`config.mk`:
```
export PLATFORM = sky130hd
export DESIGN_NAME = mmu_unit
export DESIGN_NICKNAME = d
export VERILOG_FILES = /design/src/rtl/mmu_unit_pkg.sv /design/src/rtl/mmu_unit_tlb.sv /design/src/rtl/mmu_unit.sv
export SDC_FILE = /design/constraint.sdc
export NUM_CORES = 2
export LEC_CHECK = 0
export BUFFER_PORTS_ARGS = -buffer_cell sky130_fd_sc_hd__buf_2
export CAP_MARGIN = 20
export CORE_AREA = 2 2 371 519
export DETAILED_ROUTE_END_ITERATION = 16
export DIE_AREA = 0 0 373 521
export GPL_ROUTABILITY_DRIVEN = 0
export GPL_TIMING_DRIVEN = 0
export HOLD_SLACK_MARGIN = 0.03
export SYNTH_ARGS = -nofsm -noshare
export SYNTH_HDL_FRONTEND = slang
export SYNTH_SLANG_ARGS = --single-unit
```
`constraint.sdc`:
```
create_clock -name clk -period 28.1 [get_ports clk]
set_input_delay 1.405 -clock clk [delete_from_list [all_inputs] [get_ports clk]]
set_output_delay 1.405 -clock clk [all_outputs]
set_load 0.1 [all_outputs]
```
`src/rtl/mmu_unit_pkg.sv`:
```
// mmu_unit_pkg: register/command/exception/access codes and TLB entry layout shared by the MMU.
package mmu_unit_pkg;
   typedef enum logic [2:0] {REG_INDEX, REG_ENTRYHI, REG_ENTRYLO, REG_BADVADDR} mmu_reg_e;
   typedef enum logic [2:0] {CMD_NONE, CMD_WRITE_REG, CMD_TLBWI, CMD_TLBR, CMD_TLBP} mmu_cmd_e;
   typedef enum logic [2:0] {EXC_NONE, EXC_MISS, EXC_INVALID, EXC_MODIFIED, EXC_ADDR_ERR} mmu_exc_e;
   typedef enum logic [1:0] {ACC_NONE, ACC_R, ACC_W, ACC_X} mem_access_e;
   typedef struct packed {
      logic [19:0] vpn;
      logic [19:0] pfn;
      logic        n;
      logic        d;
      logic        v;
   } tlb_entry_t;
endpackage

```
`src/rtl/mmu_unit_tlb.sv`:
```
// mmu_unit_tlb: fully-associative TLB array with a translation lookup, a probe lookup and an indexed read/write port.
module mmu_unit_tlb
   import mmu_unit_pkg::*;
#(
   parameter int ENTRIES = 16,
   localparam int IW = $clog2(ENTRIES)
) (
   input  logic          clk,
   input  logic          res,
   input  logic          we,
   input  logic [IW-1:0] idx,
   input  tlb_entry_t    wdata,
   output tlb_entry_t    rdata,
   input  logic [19:0]   vpn_a,
   output logic          hit_a,
   output tlb_entry_t    ent_a,
   input  logic [19:0]   vpn_b,
   output logic          hit_b,
   output logic [IW-1:0] idx_b
);
   tlb_entry_t tlb [ENTRIES];
   always_ff @(posedge clk or posedge res)
      if (res)
         for (int i = 0; i < ENTRIES; i++) tlb[i] <= '0;
      else if (we)
         tlb[idx] <= wdata;
   assign rdata = tlb[idx];
   // Scan downwards so the lowest matching index is the one left standing.
   always_comb begin
      hit_a = 1'b0;
      ent_a = '0;
      hit_b = 1'b0;
      idx_b = '0;
      for (int i = ENTRIES - 1; i >= 0; i--) begin
         if (tlb[i].vpn == vpn_a) begin
            hit_a = 1'b1;
            ent_a = tlb[i];
         end
         if (tlb[i].vpn == vpn_b) begin
            hit_b = 1'b1;
            idx_b = IW'(i);
         end
      end
   end
endmodule

```
`src/rtl/mmu_unit.sv`:
```
// mmu_unit: virtual-to-physical translation with segment decode, TLB lookup, exception priority and CP0-style registers.
module mmu_unit
   import mmu_unit_pkg::*;
#(
   parameter int TLB_ENTRIES = 16
) (
   input  logic        clk,
   input  logic        res,
   input  logic        addrValid,
   input  logic [31:0] vAddr,
   input  logic [1:0]  mmu_accessType,
   output logic [31:0] pAddr,
   output logic        db_io,
   output logic [2:0]  mmu_exception,
   input  logic [2:0]  mmu_reg,
   input  logic [2:0]  mmu_cmd,
   input  logic [31:0] mmu_dataIn,
   output logic [31:0] mmu_dataOut
);
   localparam int IW = $clog2(TLB_ENTRIES);
   logic [19:0]   hi_vpn, lo_pfn;
   logic          lo_n, lo_d, lo_v, idx_p;
   logic [IW-1:0] idx, idx_b;
   logic [31:0]   badvaddr, pa;
   logic          hit_a, hit_b, unmapped, addr_err, io;
   tlb_entry_t    ent_a, rdata;
   mmu_exc_e      exc;
   logic          unused;
   mmu_unit_tlb #(.ENTRIES(TLB_ENTRIES)) u_tlb (
      .clk   (clk),
      .res   (res),
      .we    (mmu_cmd == CMD_TLBWI),
      .idx   (idx),
      .wdata ({hi_vpn, lo_pfn, lo_n, lo_d, lo_v}),
      .rdata (rdata),
      .vpn_a (vAddr[31:12]),
      .hit_a (hit_a),
      .ent_a (ent_a),
      .vpn_b (hi_vpn),
      .hit_b (hit_b),
      .idx_b (idx_b)
   );
   assign unused = ^{mmu_dataIn, ent_a.vpn};
   // 0x8000_0000-0xBFFF_FFFF bypass the TLB; bit 29 selects the uncached half.
   always_comb begin
      unmapped = vAddr[31:30] == 2'b10;
      addr_err = mmu_accessType == ACC_X && vAddr[1:0] != 2'b00;
      exc = addr_err ? EXC_ADDR_ERR :
            unmapped ? EXC_NONE :
            !hit_a ? EXC_MISS :
            !ent_a.v ? EXC_INVALID :
            (mmu_accessType == ACC_W && !ent_a.d) ? EXC_MODIFIED : EXC_NONE;
      pa = exc != EXC_NONE ? vAddr : unmapped ? {3'b000, vAddr[28:0]} : {ent_a.pfn, vAddr[11:0]};
      io = exc == EXC_NONE && (unmapped ? vAddr[29] : ent_a.n);
   end
   always_comb
      mmu_dataOut = mmu_reg == REG_INDEX    ? {idx_p, {(31-IW){1'b0}}, idx} :
                    mmu_reg == REG_ENTRYHI  ? {hi_vpn, 12'h000} :
                    mmu_reg == REG_ENTRYLO  ? {lo_pfn, 9'h000, lo_n, lo_d, lo_v} :
                    mmu_reg == REG_BADVADDR ? badvaddr : 32'h0;
   // Translation sees the pre-command register/TLB state since everything updates on the same edge.
   always_ff @(posedge clk or posedge res)
      if (res) begin
         pAddr         <= '0;
         db_io         <= 1'b0;
         mmu_exception <= EXC_NONE;
         hi_vpn        <= '0;
         lo_pfn        <= '0;
         {lo_n, lo_d, lo_v} <= '0;
         idx_p         <= 1'b0;
         idx           <= '0;
         badvaddr      <= '0;
      end else begin
         if (addrValid) begin
            pAddr         <= pa;
            db_io         <= io;
            mmu_exception <= exc;
         end
         if (mmu_cmd == CMD_WRITE_REG && mmu_reg == REG_INDEX) {idx_p, idx} <= {mmu_dataIn[31], mmu_dataIn[IW-1:0]};
         if (mmu_cmd == CMD_WRITE_REG && mmu_reg == REG_ENTRYHI) hi_vpn <= mmu_dataIn[31:12];
         if (mmu_cmd == CMD_WRITE_REG && mmu_reg == REG_ENTRYLO) {lo_pfn, lo_n, lo_d, lo_v} <= {mmu_dataIn[31:12], mmu_dataIn[2:0]};
         if (mmu_cmd == CMD_TLBR) {hi_vpn, lo_pfn, lo_n, lo_d, lo_v} <= rdata;
         if (mmu_cmd == CMD_TLBP) {idx_p, idx} <= hit_b ? {1'b0, idx_b} : {1'b1, {IW{1'b0}}};
         if (addrValid && exc != EXC_NONE) badvaddr <= vAddr;
      end
endmodule

```
==> impl_metrics.yaml <==
worst_setup_path:
  cp-end-kind: "output port"
  crit_type: "flip-flop to output port"
  r2r_start: "u_tlb.tlb[83]$_DFFE_PP0P_"
  arrival_ns: 5.37
  worstReg2RegEnd: "pAddr[31]$_DFFE_PP0P_"
  cp_max_fo: 10
  rrSetupSlack_ns: 22.44
  cp-start-kind: "flip-flop"
  reg2reg_depth: 12
  cp.required_ns: 26.69
final_layout:
  multi_input_area_um2: 25300
  fill_cells: 19376
  final_common_cell: "dfrtp_1"
  layout_common_cells: "804 x dfrtp_1, 705 x mux2_2, 344 x xnor2_1"
  syn_to_final_growth_pct: 16.5
  nNetsFinal: 4222
  drive_gt1_frac: 0.320
  instances_no_fill: 6713
  fin_util: 0.290
  seqCellArea_um2: 20100
timing:
  rsz0062_at_grt: "false"
  finalHoldViolations: 0
  setup_slack_ns: 21.33
  worstMarginPinSlew_ns: 1.34
  finalSetupViolations: 0
  slew_violations: 0
  maxSlewHeadroom: 0.109
  max_clock_freq_mhz: 148
  min_period_over_period: 0.241
  period_needed_ns: 6.77
  skew_ns: 0.0410
yosys:
  postSynth.asyncResetShare: 1.00
  synth_top_family_by_area: "multiplexers"
  synth-simple-area-share: 0.0666
  seq_area_frac_synth: 0.426
  synth_compound_area_frac: 0.0608
  synth_fp_nets: 3952
  synth_xor_area_frac: 0.119
  yosysTopAreaCell: "dfrtp_1"
  synthTopCellsByArea: "dfrtp_1 43%, mux2_2 17%, mux4_2 10%, xnor2_1 6.4%, xor2_1 5.5%"
  ys.flop_type: "dfrtp_1"
  yosysTopAreaCellShare: 0.426
  synth_fa_ha_area_frac: 0
  syn_area_per_cell_um2: 12.2
  synthCells: 3877
  yosysWarnings: 0
  synth_edf_count: 0
  synth_seq_cells: 804
  syn_area_um2: 47200
  synth_cell_types: 74
  synth_mux_area_frac: 0.289
global_route:
  grt_usage: 0.236
  grt_first_pass_wirelength_um: 318000
  overflow: 0
  antenna_found_initial: 29
  grt_max_degree: 132
  grt_pass1_vias: 37917
hold_path:
  hp-class: "flip-flop to flip-flop"
  hold_start: "mmu_exception[1]$_DFFE_PP0P_"
  holdPathEnd: "mmu_exception[1]$_DFFE_PP0P_"
  holdPathStages: 2
clock_tree:
  ctsLongestPathBuffers: 3
  cts_setup_buffers: 0
  clkLatencyLatePin_ns: 0.75
  clock_sinks: 804
  cts_tree: "yes"
  hold_buffers: 0
  ctsResizeCount: 0
  path_clk_slew_ns: 0.07
  clock_tree.root_cell: "clkbuf_16"
  cts_made_buffers: 81
  cts_max_level: 3
drt:
  via_per_inst: 5.83
  drtIter0Drc: 5739
  route.vias.total: 39161
  drc_errors: 0
  drt-pass1-iter-count: 7
  antenna_left: 0
  wire_per_inst_um: 34.9
  drt-total-wl_um: 234000
flow_run:
  cap_violations: 0
power:
  leakagePower_nw: 23.3
  power_density_nw_per_um2: 91.6
  max-vdd-ir-drop_uv: 56.1
  totalPowerFinal_mw: 5.04
floorplan:
  start_util: 0.249
  die_h_um: 521
  die_area_um2: 194000
  io_pins: 143
  die_x_um: 373
  rows: 189
  core_area_um2: 189000
placed_design:
  dp_slack_ns: 21.39
  place_inst: 6522
  dp_hpwl_um: 171000
  io_buffers: 112
status:
  status: "finished clean"
-- flip-flops by register name, indices dropped and copies added, names as in the netlist, 3 cells and up --
register	cells
hi_vpn	20
mmu_exception	3
pAddr	32
idx	4
u_tlb.tlb	688
badvaddr	32
lo_pfn	20
-- metal layers --
metal	wire (um)	GRT usage	vias to the layer above
met5	226	0.00588	-
met2	97500	0.346	3514
li1	-	-	14758
met4	26600	0.201	20
met1	77000	0.253	19590
met3	33000	0.117	1279
-- logic make-up (layout without fill, tap and decap cells) --
| family | after synthesis | after routing |
|---|---|---|
| flip-flops | 804 | 804 |
| buffers and inverters | 403 | 738 |
| AND/OR/NAND/NOR | 634 | 634 |
| multiplexers | 990 | 990 |
| other | 0 | 18 |
| AO/OA/AOI/OAI | 406 | 406 |
| XOR/XNOR | 640 | 640 |
-- report_power, final --
part	internal, mW	switching (mW)
clock network	0.676	0.524
logic	0.824	1.04
registers	1.49	0.481
total	2.99	2.04
-- worst max path at each step --
stage / startpoint / to / slack, ns
after CTS: hi_vpn[10]$_DFFE_PP0P_ / mmu_dataOut[22] / 21.61
after detailed placement: vAddr[26] / pAddr[15]$_DFFE_PP0P_ / 21.39
after global placement: res / u_tlb.tlb[145]$_DFFE_PP0P_ / -4.99
after global routing: hi_vpn[10]$_DFFE_PP0P_ / mmu_dataOut[22] / 21.48
final: hi_vpn[17]$_DFFE_PP0P_ / mmu_dataOut[29] / 21.33
after floorplan: res / badvaddr[0]$_DFFE_PP0P_ / 4.12
-- cells in the mapped netlist, types with 4 or more instances --
cell / number
nor3_2: 4
o31ai_1: 8
a22oi_1: 32
o22ai_1: 6
o21ai_0: 79
and3_1: 10
nor2b_1: 5
xnor2_1: 344
buf_2: 5
a221o_1: 4
buf_6: 27
xor2_1: 296
mux4_2: 216
mux2i_1: 39
buf_4: 18
clkbuf_1: 273
a31oi_1: 41
nor4_1: 77
dfrtp_1: 804
nand3_1: 39
nand4_1: 89
inv_1: 47
and2_1: 18
nand2b_1: 8
buf_1: 31
o211ai_1: 5
nor3_1: 65
o221ai_1: 31
a222oi_1: 5
a211oi_1: 4
o2111ai_1: 14
a21oi_1: 73
a221oi_1: 72
mux2_2: 705
nand3b_1: 5
nor2_1: 163
mux2_4: 27
nand2_1: 133
-- cell type report --
| type | count | share of cell area |
|---|---|---|
| Timing Repair Buffer | 187 | 0.0321 |
| Buffer | 355 | 0.0297 |
| Inverter | 48 | 0.00342 |
| Clock inverter | 34 | 0.00897 |
| Multi-Input combinational cell | 2670 | 0.460 |
| Antenna cell | 18 | 0.000820 |
| Clock buffer | 114 | 0.0424 |
| Tap cell | 2483 | 0.0565 |
| Sequential cell | 804 | 0.366 |
-- stage by stage --
stage	area (um2)	TNS (ns)	hold WS (ns)
detailed placement	51800	0	0.475
finish	55000	0	0.500
floorplan	47200	0	0.442
CTS	54600	0	0.493
global placement	50800	-3863.26	0.468
global route	54900	0	0.517
-- critical path, cell delays in order, from the launching register on --
cell and delay, ns:
dfrtp_1 0.32, clkbuf_1 0.97, clkbuf_1 0.97, clkbuf_1 0.59, clkbuf_1 0.70, a22oi_1 0.42
nor2_1 0.17, buf_2 0.44
Power figures use the tool's default switching activity.
